$ cat config.mk
export PLATFORM = sky130hd
export DESIGN_NAME = alu_mc_flat
export DESIGN_NICKNAME = d
export VERILOG_FILES = /design/src/rtl/alu_mc_if.sv /design/src/rtl/alu_mc.sv /design/src/flat_wrapper.sv
export SDC_FILE = /design/constraint.sdc
export NUM_CORES = 1
export LEC_CHECK = 0
export ABC_AREA = 1
export CAP_MARGIN = 30
export CORE_ASPECT_RATIO = 1.5
export CORE_MARGIN = 8
export CORE_UTILIZATION = 55
export CTS_CLUSTER_SIZE = 8
export DETAILED_ROUTE_END_ITERATION = 8
export PLACE_DENSITY = 0.75
export SLEW_MARGIN = 20
export SYNTH_ARGS = -nofsm -noshare
export SYNTH_HDL_FRONTEND = slang
export SYNTH_SLANG_ARGS = --single-unit
$ cat constraint.sdc
create_clock -name clk -period 7.9 [get_ports clk]
set_clock_uncertainty 0.1 [all_clocks]
set_input_delay 2.37 -clock clk [delete_from_list [all_inputs] [get_ports clk]]
set_output_delay 2.37 -clock clk [all_outputs]
set_load 0.02 [all_outputs]
$ cat src/rtl/alu_mc_if.sv
// Operand/result handshake bundle for alu_mc: valid/ready on the way in,
// valid/ready on the way out, plus result flags.
interface alu_mc_if #(
  parameter int WIDTH = 16
) ();
  logic             in_valid;
  logic             in_ready;
  logic [WIDTH-1:0] A;
  logic [WIDTH-1:0] B;
  logic [3:0]       Op;
  logic             sign;
  logic             out_valid;
  logic             out_ready;
  logic [WIDTH-1:0] Out;
  logic             OFL;
  logic             Zero;
  logic             DZ;

  modport master (
    output in_valid, A, B, Op, sign, out_ready,
    input  in_ready, out_valid, Out, OFL, Zero, DZ
  );

  modport slave (
    input  in_valid, A, B, Op, sign, out_ready,
    output in_ready, out_valid, Out, OFL, Zero, DZ
  );
endinterface

$ cat src/rtl/alu_mc.sv
// Multi-cycle execute-stage ALU: single-cycle logic/arith ops, iterative
// shift-add multiply and restoring divide/remainder behind valid/ready.
module alu_mc #(
  parameter int WIDTH = 16
) (
  input logic     clk,
  input logic     rst,
  alu_mc_if.slave bus
);
  localparam int SW = $clog2(WIDTH);

  typedef enum logic [3:0] {
    OP_ADD, OP_SUB, OP_OR,  OP_AND, OP_ROL, OP_SLL, OP_ROR, OP_SRA,
    OP_SEQ, OP_SLT, OP_SLE, OP_SCO, OP_MUL, OP_DIV, OP_REM, OP_XOR
  } op_t;

  typedef enum logic [2:0] {S_IDLE, S_PREP, S_ITER, S_FIX, S_DONE} state_t;

  state_t           r_state, w_next;
  op_t              w_op, r_op;
  logic             w_in_ready, w_accept, w_multi;
  logic [WIDTH-1:0] r_out;
  logic             r_ofl, r_zero, r_dz;

  // Operand copies and iteration state for MUL/DIV/REM.
  logic [WIDTH-1:0] r_a, r_b, r_hi, r_lo, r_d;
  logic [SW-1:0]    r_cnt;
  logic             r_sign, r_neg_q, r_neg_r, r_dz_pend, r_movf;

  assign w_op       = op_t'(bus.Op);
  assign w_multi    = (w_op == OP_MUL) || (w_op == OP_DIV) || (w_op == OP_REM);
  assign w_in_ready = (r_state == S_IDLE) || ((r_state == S_DONE) && bus.out_ready);
  assign w_accept   = bus.in_valid && w_in_ready;

  assign bus.in_ready  = w_in_ready;
  assign bus.out_valid = (r_state == S_DONE);
  assign bus.Out       = r_out;
  assign bus.OFL       = r_ofl;
  assign bus.Zero      = r_zero;
  assign bus.DZ        = r_dz;

  // NOTE: every state register uses non-blocking assignment so all flops
  // sample pre-edge values and simulation matches the synthesized netlist.
  always_ff @(posedge clk) begin
    if (rst) r_state <= S_IDLE;
    else     r_state <= w_next;
  end

  // Counter starts at WIDTH-1 and ITER exits when it reaches 1; the last of
  // the WIDTH steps is folded into FIX to hit the WIDTH+2 result latency.
  always_comb begin
    // NOTE: default first, so every path assigns w_next and no latch forms.
    w_next = r_state;
    case (r_state)
      S_IDLE, S_DONE: begin
        if (w_accept)                                 w_next = w_multi ? S_PREP : S_DONE;
        else if (r_state == S_DONE && bus.out_ready)  w_next = S_IDLE;
      end
      S_PREP:  w_next = S_ITER;
      S_ITER:  if (r_cnt == SW'(1)) w_next = S_FIX;
      S_FIX:   w_next = S_DONE;
      default: w_next = S_IDLE;
    endcase
  end

  // Single-cycle result path.
  logic [WIDTH:0]     w_add, w_sub;
  logic [SW-1:0]      w_sh;
  logic [2*WIDTH-1:0] w_rol_ext, w_ror_ext;
  logic [WIDTH-1:0]   w_sra, w_sc_out;
  logic               w_lt, w_eq, w_sc_ofl;

  assign w_add     = {1'b0, bus.A} + {1'b0, bus.B};
  assign w_sub     = {1'b0, bus.B} - {1'b0, bus.A};
  assign w_sh      = bus.B[SW-1:0];
  assign w_rol_ext = {bus.A, bus.A} << w_sh;
  assign w_ror_ext = {bus.A, bus.A} >> w_sh;
  assign w_sra     = $signed(bus.A) >>> w_sh;
  assign w_eq      = (bus.A == bus.B);
  assign w_lt      = bus.sign ? ($signed(bus.A) < $signed(bus.B)) : (bus.A < bus.B);

  always_comb begin
    w_sc_out = '0;
    w_sc_ofl = 1'b0;
    case (w_op)
      OP_ADD: begin
        w_sc_out = w_add[WIDTH-1:0];
        w_sc_ofl = bus.sign ? ((bus.A[WIDTH-1] == bus.B[WIDTH-1]) && (w_add[WIDTH-1] != bus.A[WIDTH-1]))
                            : w_add[WIDTH];
      end
      OP_SUB: begin
        w_sc_out = w_sub[WIDTH-1:0];
        w_sc_ofl = bus.sign ? ((bus.A[WIDTH-1] != bus.B[WIDTH-1]) && (w_sub[WIDTH-1] != bus.B[WIDTH-1]))
                            : w_sub[WIDTH];
      end
      OP_OR:   w_sc_out = bus.A | bus.B;
      OP_AND:  w_sc_out = bus.A & bus.B;
      OP_XOR:  w_sc_out = bus.A ^ bus.B;
      OP_ROL:  w_sc_out = w_rol_ext[2*WIDTH-1:WIDTH];
      OP_SLL:  w_sc_out = bus.A << w_sh;
      OP_ROR:  w_sc_out = w_ror_ext[WIDTH-1:0];
      OP_SRA:  w_sc_out = w_sra;
      OP_SEQ:  w_sc_out = {{(WIDTH-1){1'b0}}, w_eq};
      OP_SLT:  w_sc_out = {{(WIDTH-1){1'b0}}, w_lt};
      OP_SLE:  w_sc_out = {{(WIDTH-1){1'b0}}, w_lt | w_eq};
      OP_SCO:  w_sc_out = {{(WIDTH-1){1'b0}}, w_add[WIDTH]};
      default: ;
    endcase
  end

  // One iteration step: MUL shifts {hi,lo} right after a conditional add,
  // DIV shifts {hi,lo} left and subtracts the divisor when it fits.
  logic [WIDTH-1:0]   w_mag_a, w_mag_b, w_hi_nx, w_lo_nx, w_quo, w_rem;
  logic [WIDTH:0]     w_mul_sum, w_div_sh, w_div_df;
  logic               w_qbit;
  logic [2*WIDTH-1:0] w_prod, w_sprod;
  logic [WIDTH-1:0]   w_fix_out;
  logic               w_fix_ofl, w_fix_dz, w_mul_ofl;

  assign w_mag_a   = (r_sign && r_a[WIDTH-1]) ? -r_a : r_a;
  assign w_mag_b   = (r_sign && r_b[WIDTH-1]) ? -r_b : r_b;
  assign w_mul_sum = {1'b0, r_hi} + (r_lo[0] ? {1'b0, r_d} : '0);
  assign w_div_sh  = {r_hi, r_lo[WIDTH-1]};
  assign w_div_df  = w_div_sh - {1'b0, r_d};
  assign w_qbit    = ~w_div_df[WIDTH];

  always_comb begin
    if (r_op == OP_MUL) begin
      w_hi_nx = w_mul_sum[WIDTH:1];
      w_lo_nx = {w_mul_sum[0], r_lo[WIDTH-1:1]};
    end else begin
      w_hi_nx = w_qbit ? w_div_df[WIDTH-1:0] : w_div_sh[WIDTH-1:0];
      w_lo_nx = {r_lo[WIDTH-2:0], w_qbit};
    end
  end

  assign w_prod    = {w_hi_nx, w_lo_nx};
  assign w_sprod   = r_neg_q ? -w_prod : w_prod;
  assign w_mul_ofl = r_sign ? !((&w_sprod[2*WIDTH-1:WIDTH-1]) || !(|w_sprod[2*WIDTH-1:WIDTH-1]))
                            : (|w_prod[2*WIDTH-1:WIDTH]);
  assign w_quo     = r_neg_q ? -w_lo_nx : w_lo_nx;
  assign w_rem     = r_neg_r ? -w_hi_nx : w_hi_nx;

  always_comb begin
    w_fix_out = w_sprod[WIDTH-1:0];
    w_fix_ofl = w_mul_ofl;
    w_fix_dz  = 1'b0;
    if (r_op == OP_DIV) begin
      w_fix_out = r_dz_pend ? '1 : w_quo;
      w_fix_ofl = r_movf && !r_dz_pend;
      w_fix_dz  = r_dz_pend;
    end else if (r_op == OP_REM) begin
      w_fix_out = r_dz_pend ? r_a : w_rem;
      w_fix_ofl = 1'b0;
      w_fix_dz  = r_dz_pend;
    end
  end

  always_ff @(posedge clk) begin
    if (rst) begin
      r_out  <= '0;
      r_ofl  <= 1'b0;
      r_zero <= 1'b0;
      r_dz   <= 1'b0;
    end else if (w_accept && !w_multi) begin
      r_out  <= w_sc_out;
      r_ofl  <= w_sc_ofl;
      r_zero <= (w_sc_out == '0);
      r_dz   <= 1'b0;
    end else if (r_state == S_FIX) begin
      r_out  <= w_fix_out;
      r_ofl  <= w_fix_ofl;
      r_zero <= (w_fix_out == '0);
      r_dz   <= w_fix_dz;
    end
  end

  // NOTE: working registers are left unreset; they are always loaded at
  // accept/PREP before use, and only the FSM and visible outputs need rst.
  always_ff @(posedge clk) begin
    if (w_accept && w_multi) begin
      r_a    <= bus.A;
      r_b    <= bus.B;
      r_op   <= w_op;
      r_sign <= bus.sign;
    end
    case (r_state)
      S_PREP: begin
        r_hi      <= '0;
        r_lo      <= w_mag_a;
        r_d       <= w_mag_b;
        r_cnt     <= SW'(WIDTH - 1);
        r_neg_q   <= r_sign && (r_a[WIDTH-1] ^ r_b[WIDTH-1]);
        r_neg_r   <= r_sign && r_a[WIDTH-1];
        r_dz_pend <= (r_b == '0);
        r_movf    <= r_sign && (r_a == {1'b1, {(WIDTH-1){1'b0}}}) && (r_b == '1);
      end
      S_ITER: begin
        r_hi  <= w_hi_nx;
        r_lo  <= w_lo_nx;
        r_cnt <= r_cnt - SW'(1);
      end
      default: ;
    endcase
  end
endmodule

$ cat src/flat_wrapper.sv
// flat-port wrapper written by rule: the top's interface ports become plain ports
module alu_mc_flat 
#(
  parameter int WIDTH = 16
)
  (clk, rst, bus_in_valid, bus_A, bus_B, bus_Op, bus_sign, bus_out_ready, bus_in_ready, bus_out_valid, bus_Out, bus_OFL, bus_Zero, bus_DZ);
  alu_mc_if #(.WIDTH(WIDTH)) bus_i ();
  input logic clk;
  input logic rst;
  input wire logic [$bits(bus_i.in_valid)-1:0] bus_in_valid;
  input wire logic [$bits(bus_i.A)-1:0] bus_A;
  input wire logic [$bits(bus_i.B)-1:0] bus_B;
  input wire logic [$bits(bus_i.Op)-1:0] bus_Op;
  input wire logic [$bits(bus_i.sign)-1:0] bus_sign;
  input wire logic [$bits(bus_i.out_ready)-1:0] bus_out_ready;
  output wire logic [$bits(bus_i.in_ready)-1:0] bus_in_ready;
  output wire logic [$bits(bus_i.out_valid)-1:0] bus_out_valid;
  output wire logic [$bits(bus_i.Out)-1:0] bus_Out;
  output wire logic [$bits(bus_i.OFL)-1:0] bus_OFL;
  output wire logic [$bits(bus_i.Zero)-1:0] bus_Zero;
  output wire logic [$bits(bus_i.DZ)-1:0] bus_DZ;
  assign bus_i.in_valid = bus_in_valid;
  assign bus_i.A = bus_A;
  assign bus_i.B = bus_B;
  assign bus_i.Op = bus_Op;
  assign bus_i.sign = bus_sign;
  assign bus_i.out_ready = bus_out_ready;
  assign bus_in_ready = bus_i.in_ready;
  assign bus_out_valid = bus_i.out_valid;
  assign bus_Out = bus_i.Out;
  assign bus_OFL = bus_i.OFL;
  assign bus_Zero = bus_i.Zero;
  assign bus_DZ = bus_i.DZ;
  alu_mc #(.WIDTH(WIDTH)) u_core (.clk(clk), .rst(rst), .bus(bus_i));
endmodule
==> results_dict.tcl <==
set metrics [dict create \
    status "completed" \
    whs_path_depth 2 \
    dp_slack_ns 1.39 \
    hp-start "u_core.bus.Out[7]" \
    vias_per_cell 5.92 \
    die_area_um2 31100 \
    grt_pass1_wl_mm 83.9 \
    initial_utilization_pct 56.0 \
    synth_edf_count 93 \
    max_cap_viol_count 0 \
    route.final.wire_length_mm 55.1 \
    timing.rr.start "u_core.r_lo[15]" \
    crit_type "input pin to flop" \
    hold_viol_final 0 \
    p_per_area_nw_per_um2 131 \
    synth_ff_type "edfxtp_1" \
    final_area_um2 15700 \
    rr_worst_depth 33 \
    antenna_left 0 \
    finalSetupViolations 0 \
    rows 71 \
    drive_gt1_share_pct 6.77 \
    io_buffers 61 \
    hpwl_mm 44.7 \
    critPathMaxStageDelay_ns 0.87 \
    die_w_um 147 \
    ys_types 66 \
    setup_ws_ns 1.63 \
    cts.repair.resized 0 \
    cts.root.buffer_cell "clkbuf_16" \
    yosys.area_share.simple_pct 36.1 \
    path_max_fanout 31 \
    track_usage_pct 35.3 \
    p_leak_nw 7.51 \
    vias 15592 \
    grt_max_degree 53 \
    cp.depth 18 \
    min_to "u_core.bus.Out[7]" \
    cts_buffer_depth 2 \
    relSlewSlack_pct 33.7 \
    synth_mux_area_share_pct 0.355 \
    cts_hold_buf 0 \
    finalCritPeriodShare_pct 79.3 \
    worst_pin_slew_ns 0.970 \
    synth_area_per_cell_um2 6.24 \
    grt_pass1_vias 15289 \
    cp-start-kind "input pin" \
    core-area_um2 25100 \
    async_flop_share_pct 0 \
    cp_slowest_cell "a2111oi_0" \
    r2r_slack_ns 3.17 \
    htree_levels 4 \
    die_y_um 212 \
    synth.yosys.seq_area_share_pct 23.0 \
    cp_cell_sequence "clkdlybuf4s50_1, buf_4, inv_2, ha_1, inv_1, fa_1, xor2_1, o22ai_1, a2111oi_0, buf_4, nand4_1, nor4_1, nand3b_1, nor2_1, nand3_1, nand3_1, nand2_1, inv_1" \
    worstSetupEndpointType "flop" \
    fin_crit_ns 6.27 \
    power_mw 2.05 \
    drc 0 \
    area_growth_pct 11.1 \
    crit_family "buffers and inverters" \
    place_congestion 1.05 \
    synth_area_um2 14100 \
    layout.nets 2440 \
    arrival_ns 6.54 \
    hp-class "flop to flop" \
    dpl_cell_area_um2 15000 \
    setup_tns_ns 0 \
    synth-xor-area-share_pct 2.74 \
    synthAdderAreaFrac_pct 9.72 \
    synth_warnings 0 \
    cts_buffers 17 \
    grt_overflow 0 \
    r2r_end "u_core.bus.OFL" \
    antenna_found_initial 0 \
    maxSlewViolCount 0 \
    wl_per_cell_um 20.9 \
    syn_nets 2406 \
    synth_top_family_by_area "simple AND/OR/NAND/NOR gates" \
    syn_inst 2258 \
    clock_latency_ns 0.42 \
    cp.buffers_inverters 6 \
    cts_tree "yes" \
    synth_compound_area_share_pct 18.3 \
    cts_setup_buffers 0 \
    ir_drop_v 0.000110 \
    grt_setup_unrepaired "false" \
    synth-seq-cells 115 \
    fmax_mhz 160 \
    required_ns 8.17 \
    clock_sinks 115 \
    firstDrtPassIters 6 \
    final_util_pct 62.3 \
    first_iter_violations 1402 \
    cts.clk_slew.worst_paths_ns 0.05 \
    io_pins 62 \
]
-- cell families (layout without fill, tap and decap cells) --
group / after synthesis / after routing
AOI/OAI and AO/OA: 459 / 459
xor gates and xnor gates: 44 / 44
adders and majority gates: 107 / 107
buffers and inverters: 363 / 410
DFF: 115 / 115
muxes: 5 / 5
other: 0 / 1
and+or+nand+nor: 1165 / 1165
-- state kept, by name, summed over array words and instances, names as in the netlist, 3 cells and up --
name            cells
u_core.bus.Out     16
u_core.r_a         16
u_core.r_b         16
u_core.r_d         16
u_core.r_hi        16
u_core.r_lo        16
u_core.r_cnt        4
u_core.r_op         4
u_core.r_state      3
-- synth_stat cells, types with 4 or more instances --
library cell	number	area [um^2]
o21ai_0	189	946
nor2_2	7	43.8
o21a_1	6	45.0
xor2_1	33	289
nand2_2	35	219
o211ai_1	10	75.1
o31ai_1	5	37.5
buf_1	7	26.3
nor2_4	4	45.0
or2_2	9	56.3
nand3_2	11	110
o21ai_1	14	70.1
nor3b_1	7	52.6
nor4_1	7	43.8
inv_2	9	33.8
nand3b_1	12	90.1
o2111ai_1	8	70.1
clkbuf_1	51	191
a31oi_1	15	93.8
mux2i_1	5	50.1
buf_2	13	65.1
edfxtp_1	93	2790
xnor2_1	11	96.3
ha_1	103	1290
nand2_1	627	2350
nand4_1	15	93.8
nand3_1	147	736
clkinv_1	6	22.5
inv_1	274	1030
dfxtp_1	22	440
nand2_4	7	78.8
nor3_1	32	160
a21o_1	6	45.0
o22ai_1	9	56.3
nor2_1	232	871
a21oi_1	164	821
fa_1	4	80.1
-- report_power, final --
group | switching, mW | internal (mW)
combinational | 0.400 | 0.180
clock | 0.282 | 0.491
sequential | 0.0192 | 0.674
total | 0.702 | 1.35
-- stage by stage --
stage / hold slack, ns / cells
global route: 0.429 / 2633
finish: 0.393 / 2634
CTS: 0.396 / 2631
global placement: 0.386 / 2596
floorplan: 0.372 / 2258
detailed placement: 0.383 / 2599
-- worst register-to-register path: cells and delay by family, from the launching register on --
family	cells	cell delay [ns]
compound gates	2	0.39
flops	1	0.38
fa+ha+maj	3	0.89
simple gates	25	2.59
buf+inv	3	0.27
-- worst max path at each step --
stage          slack, ns          start              end
2_1_floorplan       2.41       bus_B[2]  u_core.bus.Zero
3_3_place_gp        1.42       bus_B[0]  u_core.bus.Zero
3_5_place_dp        1.39       bus_B[0]  u_core.bus.Zero
4_1_cts             1.79  bus_out_ready     bus_in_ready
5_1_grt             1.40       bus_B[1]  u_core.bus.Zero
6_report            1.63       bus_B[0]  u_core.bus.Zero
-- layer usage --
metal	GRT usage [%]	vias up	part of all wire, %
met4	34.4	0	11
li1	-	7519	-
met3	4.94	294	5.5
met5	0	-	0
met1	33.2	7019	33
met2	64.6	760	50
-- placed cells by master, fill, tap and decap left out, types with 8 or more instances in the layout --
master,Yosys,routed
a21oi_1,164,164
a31oi_1,15,15
buf_4,0,23
clkbuf_16,0,21
clkdlybuf4s50_1,0,61
dfxtp_1,22,22
edfxtp_1,93,93
ha_1,103,103
inv_1,274,274
inv_2,9,9
nand2_1,627,627
nand2_2,35,35
nand3_1,147,147
nand3_2,11,11
nand3b_1,12,12
nand4_1,15,15
nor2_1,232,230
nor2_2,7,8
nor3_1,32,31
o2111ai_1,8,8
o211ai_1,10,10
o21ai_0,189,188
o21ai_1,14,14
o22ai_1,9,9
or2_2,9,9
xnor2_1,11,11
xor2_1,33,33
-- area by class of cell --
cell class / count / area (um^2)
fill: 2376 / 9490
multi-input combinational: 1780 / 9480
sequential: 115 / 3230
inverter: 290 / 1090
timing repair buffer: 88 / 837
clock buffer: 26 / 564
tap: 328 / 410
clock inverter: 6 / 32.5
antenna: 1 / 2.50
Note: power is estimated with default switching activity, not from simulation.
